`src/rtl/vga_timing_gen.sv`:
```
`default_nettype none
// +----------------------------------------------------------------------------+
// | Module      : vga_timing_gen                                               |
// | Description : Parametrised raster timing generator with pixel clock-enable, |
// |               registered counts, blank/sync/de flags and line/frame strobes.|
// | Revision    : 1.0  initial release                                          |
// +----------------------------------------------------------------------------+
module vga_timing_gen #(
    parameter int CNT_W     = 11,
    parameter int H_ACTIVE  = 1024,
    parameter int H_FP      = 24,
    parameter int H_SYNC    = 136,
    parameter int H_BP      = 160,
    parameter int V_ACTIVE  = 768,
    parameter int V_FP      = 3,
    parameter int V_SYNC    = 6,
    parameter int V_BP      = 29,
    parameter bit HSYNC_POL = 1'b1,
    parameter bit VSYNC_POL = 1'b1
) (
    input  logic             clk,
    input  logic             rst_n,
    input  logic             ce,
    output logic [CNT_W-1:0] hcount,
    output logic [CNT_W-1:0] vcount,
    output logic             hblnk,
    output logic             vblnk,
    output logic             hsync,
    output logic             vsync,
    output logic             de,
    output logic             line_start,
    output logic             frame_start
);

    // Derived raster geometry
    localparam int c_h_sync_start = H_ACTIVE + H_FP;
    localparam int c_h_sync_end   = c_h_sync_start + H_SYNC;
    localparam int c_h_total      = c_h_sync_end + H_BP;
    localparam int c_v_sync_start = V_ACTIVE + V_FP;
    localparam int c_v_sync_end   = c_v_sync_start + V_SYNC;
    localparam int c_v_total      = c_v_sync_end + V_BP;

    // Width-matched compare constants; all are below 2**CNT_W once the checks pass
    localparam logic [CNT_W-1:0] c_one    = CNT_W'(1);
    localparam logic [CNT_W-1:0] c_h_act  = CNT_W'(H_ACTIVE);
    localparam logic [CNT_W-1:0] c_h_ss   = CNT_W'(c_h_sync_start);
    localparam logic [CNT_W-1:0] c_h_se   = CNT_W'(c_h_sync_end);
    localparam logic [CNT_W-1:0] c_h_last = CNT_W'(c_h_total - 1);
    localparam logic [CNT_W-1:0] c_v_act  = CNT_W'(V_ACTIVE);
    localparam logic [CNT_W-1:0] c_v_ss   = CNT_W'(c_v_sync_start);
    localparam logic [CNT_W-1:0] c_v_se   = CNT_W'(c_v_sync_end);
    localparam logic [CNT_W-1:0] c_v_last = CNT_W'(c_v_total - 1);

    // Refuse to build a raster with a zero-sized region or counters too narrow for it
    generate
        if (CNT_W < 1 || CNT_W > 31 ||
            H_ACTIVE < 1 || H_FP < 1 || H_SYNC < 1 || H_BP < 1 ||
            V_ACTIVE < 1 || V_FP < 1 || V_SYNC < 1 || V_BP < 1) begin : g_bad_width
            $error("vga_timing_gen: every width parameter must be non-zero");
        end
        if (c_h_total > (1 << CNT_W) || c_v_total > (1 << CNT_W)) begin : g_bad_total
            $error("vga_timing_gen: H_TOTAL/V_TOTAL exceed counter range");
        end
    endgenerate

    logic [CNT_W-1:0] r_hcount, r_vcount;
    logic             r_hblnk, r_vblnk, r_hsync, r_vsync, r_de;
    logic             r_line_start, r_frame_start;

    logic [CNT_W-1:0] w_h_nxt, w_v_nxt;
    logic             w_hblnk, w_vblnk, w_hsync, w_vsync;

    // Next raster position and the flags that belong to it, so flags never skew from counts
    always_comb begin
        w_h_nxt = r_hcount;
        w_v_nxt = r_vcount;
        if (ce) begin
            if (r_hcount == c_h_last) begin
                w_h_nxt = '0;
                w_v_nxt = (r_vcount == c_v_last) ? '0 : r_vcount + c_one;
            end else begin
                w_h_nxt = r_hcount + c_one;
            end
        end
        w_hblnk = (w_h_nxt >= c_h_act);
        w_vblnk = (w_v_nxt >= c_v_act);
        w_hsync = (w_h_nxt >= c_h_ss && w_h_nxt < c_h_se) ? HSYNC_POL : ~HSYNC_POL;
        w_vsync = (w_v_nxt >= c_v_ss && w_v_nxt < c_v_se) ? VSYNC_POL : ~VSYNC_POL;
    end

    // Output registers; reset parks the raster on the last pixel so the first ce lands on (0,0)
    always_ff @(posedge clk) begin
        if (!rst_n) begin
            r_hcount      <= c_h_last;
            r_vcount      <= c_v_last;
            r_hblnk       <= 1'b1;
            r_vblnk       <= 1'b1;
            r_hsync       <= ~HSYNC_POL;
            r_vsync       <= ~VSYNC_POL;
            r_de          <= 1'b0;
            r_line_start  <= 1'b0;
            r_frame_start <= 1'b0;
        end else begin
            r_hcount      <= w_h_nxt;
            r_vcount      <= w_v_nxt;
            r_hblnk       <= w_hblnk;
            r_vblnk       <= w_vblnk;
            r_hsync       <= w_hsync;
            r_vsync       <= w_vsync;
            r_de          <= ~w_hblnk & ~w_vblnk;
            r_line_start  <= ce & (w_h_nxt == '0);
            r_frame_start <= ce & (w_h_nxt == '0) & (w_v_nxt == '0);
        end
    end

    assign hcount      = r_hcount;
    assign vcount      = r_vcount;
    assign hblnk       = r_hblnk;
    assign vblnk       = r_vblnk;
    assign hsync       = r_hsync;
    assign vsync       = r_vsync;
    assign de          = r_de;
    assign line_start  = r_line_start;
    assign frame_start = r_frame_start;

endmodule
`default_nettype wire

```
`config.mk`:
```
export PLATFORM = sky130hd
export DESIGN_NAME = vga_timing_gen
export DESIGN_NICKNAME = d
export VERILOG_FILES = /design/src/rtl/vga_timing_gen.sv
export SDC_FILE = /design/constraint.sdc
export NUM_CORES = 1
export LEC_CHECK = 0
export CAP_MARGIN = 20
export CORE_ASPECT_RATIO = 0.75
export CORE_MARGIN = 2
export CORE_UTILIZATION = 45
export CTS_BUF_LIST = sky130_fd_sc_hd__clkbuf_16
export CTS_CLUSTER_SIZE = 14
export DETAILED_ROUTE_END_ITERATION = 7
export GPL_TIMING_DRIVEN = 0
export PLACE_DENSITY_LB_ADDON = 0.08
export RECOVER_POWER = 25
export SYNTH_ARGS = -nofsm -noshare
export SYNTH_HDL_FRONTEND = slang
export SYNTH_SLANG_ARGS = --single-unit
```
`constraint.sdc`:
```
create_clock -name clk -period 2.7 [get_ports clk]
set_input_delay 0.54 -clock clk [delete_from_list [all_inputs] [get_ports clk]]
set_output_delay 0.54 -clock clk [all_outputs]
set_load 0.02 [all_outputs]
```
After elaboration in Yosys (flattened, before gate mapping)
Cells that the tools add are included.

Register bits: 29. Bits of input ports: 3.

Equal/unequal tests: 2. Bitwise logic cells: 5. Magnitude comparators: 6. Add/subtract/negate cells: 2. Multiplexer cells: 7. Reduce and logical (&&, ||, !) cells: 4.

Operators with widths (number): $mux W11 (5); $add A11 B1 Y11 const B (2); $ge A11 B10 Y1 const B (2); $ge A11 B11 Y1 const B (2); $logic_not A11 Y1 (2); $eq A11 B10 Y1 const B (1); $eq A11 B11 Y1 const B (1); $lt A11 B10 Y1 const B (1); $lt A11 B11 Y1 const B (1); $and A1 B1 Y1 (3); $logic_and A1 B1 Y1 (2); $mux W1 (2); $not A1 Y1 (2).

Logic depth before layout (Yosys ltp)
Depth in word-level cells: 7. Mapped depth: 10. Mapped depth without buffers: 8.

Worst setup path after synthesis
Ideal clock, no wire load.

Path type: register to register. From: register r_hcount[0], in the netlist hcount[0]. To: register r_vsync, in the netlist vsync. Path buffers: 2. Period minus slack after synthesis: 2272 ps. Setup time: 88 ps. Cell stages (with the launch flop): 10. Data arrival time: 2184 ps. Setup slack: 428 ps. Required time: 2612 ps. Path through: dfxtp_1 > ha_1 > and2_1 > buf_2 > and4_1 > buf_4 > nand3_1 > mux2i_1 > mux2_2 > nor4_2.

Longest elaborated chain between the ends: 6. Elaborated cells between the ends (all ways): 7.

RTL lines: start, declared (line 66) `logic [CNT_W-1:0] r_hcount, r_vcount;`; start signal, assigned (line 94) `r_hcount <= c_h_last;`; start signal, assigned (line 104) `r_hcount <= w_h_nxt;`; $eq A11 B11 Y1 * (line 78) `if (r_hcount == c_h_last) begin`; $mux W11 * (line 78); $mux W11 * (line 77) `if (ce) begin`; $ge A11 B10 Y1 / $lt A11 B10 Y1 (equally long branches) (line 88) `w_vsync = (w_v_nxt >= c_v_ss && w_v_nxt < c_v_se) ? VSYNC_POL : ~VSYNC_POL;`; $logic_and A1 B1 Y1 * (line 88); $mux W1 * (line 88); end signal, assigned (line 99) `r_vsync <= ~VSYNC_POL;`; end signal, assigned (line 109) `r_vsync <= w_vsync;`; end, declared (line 67) `logic r_hblnk, r_vblnk, r_hsync, r_vsync, r_de;`.

Every way passes the cells marked *; elsewhere a longest branch is shown, timed or not. A chain may end at the register's enable or synchronous reset.

Worst setup path in the final report
From: input ce. To: register r_vsync, in the netlist vsync.

Longest elaborated chain between the ends: 4. Elaborated cells between the ends (all ways): 5.

RTL lines: start, declared (line 23) `input logic ce,`; $mux W11 * (line 77); $ge A11 B10 Y1 / $lt A11 B10 Y1 (equally long branches) (line 88); $logic_and A1 B1 Y1 * (line 88); $mux W1 * (line 88).

Marks and branches as above.

==> results.sh <==
export IMPL_power_share_switching=0.341
export IMPL_synth_seq_cells=28
export IMPL_crit_chain="clkdlybuf4s50_1 > and2_1 > buf_2 > and4_1 > buf_4 > nand3_1 > mux2i_1 > mux2_2 > nor4_2"
export IMPL_yosys_warnings=0
export IMPL_crit_path_start_kind="input pin"
export IMPL_syn_area_per_cell_sq_um=8.63
export IMPL_worst_ir_drop_vdd_v=0.000440
export IMPL_routed_via_density=5.79
export IMPL_grt_ovfl_total=0
export IMPL_p_int_w=0.00104
export IMPL_n_fill_cell=298
export IMPL_maxSlewHeadroom=0.658
export IMPL_cts_buffers=3
export IMPL_cts_root_buf="clkbuf_16"
export IMPL_seq_area_frac_synth=0.342
export IMPL_coreArea_sq_um=3380
export IMPL_p_comb_frac=0.396
export IMPL_cts_tree="built"
export IMPL_status="finished clean"
export IMPL_antenna_left=0
export IMPL_antenna_cells=0
export IMPL_htree_levels=1
export IMPL_dieArea_sq_um=4150
export IMPL_rsz0062_at_grt="false"
export IMPL_io_pins=32
export IMPL_holdCritPathClass="flop to flop"
export IMPL_antenna_found_initial=0
export IMPL_stdcell_area_sq_um=2090
export IMPL_clock_tree_buffer_depth=2
export IMPL_finalHoldViolCount=0
export IMPL_powerDensity_nw_per_um2=754
export IMPL_grt_pass1_vias=1384
export IMPL_cp_data_required_time_ns=2.87
export IMPL_async_flop_share=0
export IMPL_worstMarginPinSlew_ns=0.510
export IMPL_grt_max_degree=17
export IMPL_clock_fmax_ghz=0.390
export IMPL_slew_violations=0
export IMPL_synth_flop_cell="dfxtp_1"
export IMPL_clock_skew_ns=0.00284
export IMPL_timing_critical_path_slowest_stage_cell="clkdlybuf4s50_1"
export IMPL_synth_edf_count=0
export IMPL_synthTopCellsByCount="28 x dfxtp_1, 16 x nand2_1, 16 x nor2_1, 9 x nand3_1"
export IMPL_netlist_area_leader_share=0.342
export IMPL_die_h_um=56.3
export IMPL_drt_iter0_drc=88
export IMPL_cp_end_kind="flop"
export IMPL_cp_slowest_stage_delay_ns=0.50
export IMPL_die_x_um=73.7
export IMPL_p_seq_frac=0.329
export IMPL_synth_cell_type_count=54
export IMPL_regToRegSetupSlack_ns=0.29
export IMPL_synthesis_area_sq_um=1640
export IMPL_place_gp_congestion=0.844
export IMPL_fin_total_pwr_w=0.00158
export IMPL_drt_wl_total_mm=3.99
export IMPL_whs_ns=0.568
export IMPL_seqCellArea_sq_um=561
export IMPL_clk_pin_slew_ns=0.07
export IMPL_std_cell_rows=18
export IMPL_drc=0
export IMPL_switching_power_w=0.000539
export IMPL_layout_nets=231
export IMPL_dpl_hpwl_mm=3.00
export IMPL_fin_crit_sh=0.949
export IMPL_yosysMostFrequentCell="dfxtp_1"
export IMPL_finalWorstSetupSlack_ns=0.137
export IMPL_num_vias=1529
export IMPL_initial_utilization=0.485
export IMPL_cellLeakagePower_nw=0.802
export IMPL_grt_total_usage=0.202
export IMPL_cp_arrival_ns=2.74
export IMPL_period_needed_ns=2.56
export IMPL_syn_to_final_growth_pct=27.8
export IMPL_maxCapViolations=0
export IMPL_pwr_share_clk=0.276
export IMPL_multi_input_area_sq_um=988
export IMPL_cts_setup_buffers=0
export IMPL_placed_area_sq_um=1990
export IMPL_drive_gt1_frac=0.121
export IMPL_first_pass_iters=4
export IMPL_routedWlPerCell_um=15.1
export IMPL_synthCells=190
export IMPL_post_place_ws_ns=-0.115
export IMPL_insertion_delay_ns=0.26
export IMPL_cts_sinks=28
export IMPL_synth_top_cell_by_area="dfxtp_1"
export IMPL_worstSetupPathType="input pin to flop"
export IMPL_finish_utilization=0.620
export IMPL_ys_top_cells_by_area="dfxtp_1 34%, xnor2_1 4.3%, nand2_1 3.7%"
export IMPL_setup_viol=0
export IMPL_portBuffers=30
export IMPL_grt_first_pass_wirelength_mm=6.58
export IMPL_synth_net_count=196
export IMPL_worstPathMaxFanout=8
## sequential cells by signal, indices dropped and copies added, names as in the netlist
register     flops
vcount          11
hcount          11
hsync            1
vblnk            1
de               1
vsync            1
line_start       1
frame_start      1
## cells by family (layout without fill, tap and decap cells)
| kind of cell | after synthesis | after routing | synth area share |
|---|---|---|---|
| simple gates | 88 | 88 | 0.325 |
| compound gates | 38 | 38 | 0.166 |
| flops | 28 | 28 | 0.342 |
| buf+inv | 17 | 51 | 0.0550 |
| xor+xnor | 12 | 12 | 0.0641 |
| mux | 4 | 4 | 0.0252 |
| fa+ha+maj | 3 | 3 | 0.0229 |
## metrics by stage
step / TNS, ns / instances
final: 0 / 264
after global routing: 0 / 264
after CTS: 0 / 264
after detailed placement: -0.229 / 260
after global placement: -0.127 / 260
after floorplan: 0 / 190
## layout by cell type (no fill, tap or decap), types with 3 or more instances in the layout
| cell type | n |
|---|---|
| dfxtp_1 | 28 |
| clkdlybuf4s50_1 | 21 |
| nand2_1 | 16 |
| nor2_1 | 16 |
| nand3_1 | 10 |
| dlygate4sd3_1 | 9 |
| o21ai_0 | 8 |
| xnor2_1 | 8 |
| inv_1 | 7 |
| nand4_1 | 7 |
| nor3_1 | 7 |
| a21oi_1 | 6 |
| and2_1 | 5 |
| buf_4 | 4 |
| xor2_1 | 4 |
| or2_2 | 3 |
| mux2i_1 | 3 |
| o311ai_0 | 3 |
| nand2b_1 | 3 |
| ha_1 | 3 |
| clkbuf_16 | 3 |
## what timing repair did
action / 4_1_cts / 5_1_grt
resized for setup: 0 / 1
setup endpoints to repair: 0 / 1
hold buffers: 0 / 0
## power by group through the flow
stage          Clock (W)  Combinational [W]  Sequential [W]
2_1_floorplan          0           0.000395        0.000572
3_3_place_gp           0           0.000622        0.000523
3_5_place_dp           0           0.000630        0.000527
4_1_cts         0.000445           0.000634        0.000518
5_1_grt         0.000462           0.000682        0.000528
6_report        0.000435           0.000625        0.000519
## layer usage
metal,GRT usage,up-vias,share of wire
li1,-,764,-
met1,0.304,711,0.49
met2,0.297,50,0.43
met3,0.0485,4,0.071
met4,0.0286,0,0.0095
met5,0,-,0
## path summary, 6_finish.rpt
kind / startpoint / endpoint / depth (start not counted)
worst min register to register: hcount[1]$_SDFF_PN1_ / hcount[1]$_SDFF_PN1_ / 2
worst min-delay path: hcount[1]$_SDFF_PN1_ / hcount[1]$_SDFF_PN1_ / 2
worst max register to register: hcount[0]$_SDFF_PN1_ / vsync$_SDFF_PN0_ / 9
worst max-delay path: ce / vsync$_SDFF_PN0_ / 9
## layout make-up
class	instances	share of cell area
plain buffers	10	0.0305
clock buffers	3	0.0358
clock inverters	1	0.0143
inverters	7	0.0125
multi-input cells	145	0.472
flip-flops and latches	28	0.268
well taps	40	0.0239
repair buffers	30	0.143
## critical path, delay by kind of cell
kind / cells / cell delay (ns)
simple gates: 4 / 0.63
buf+inv: 3 / 0.82
mux: 2 / 0.74
Note: power is estimated with default switching activity, not from simulation.
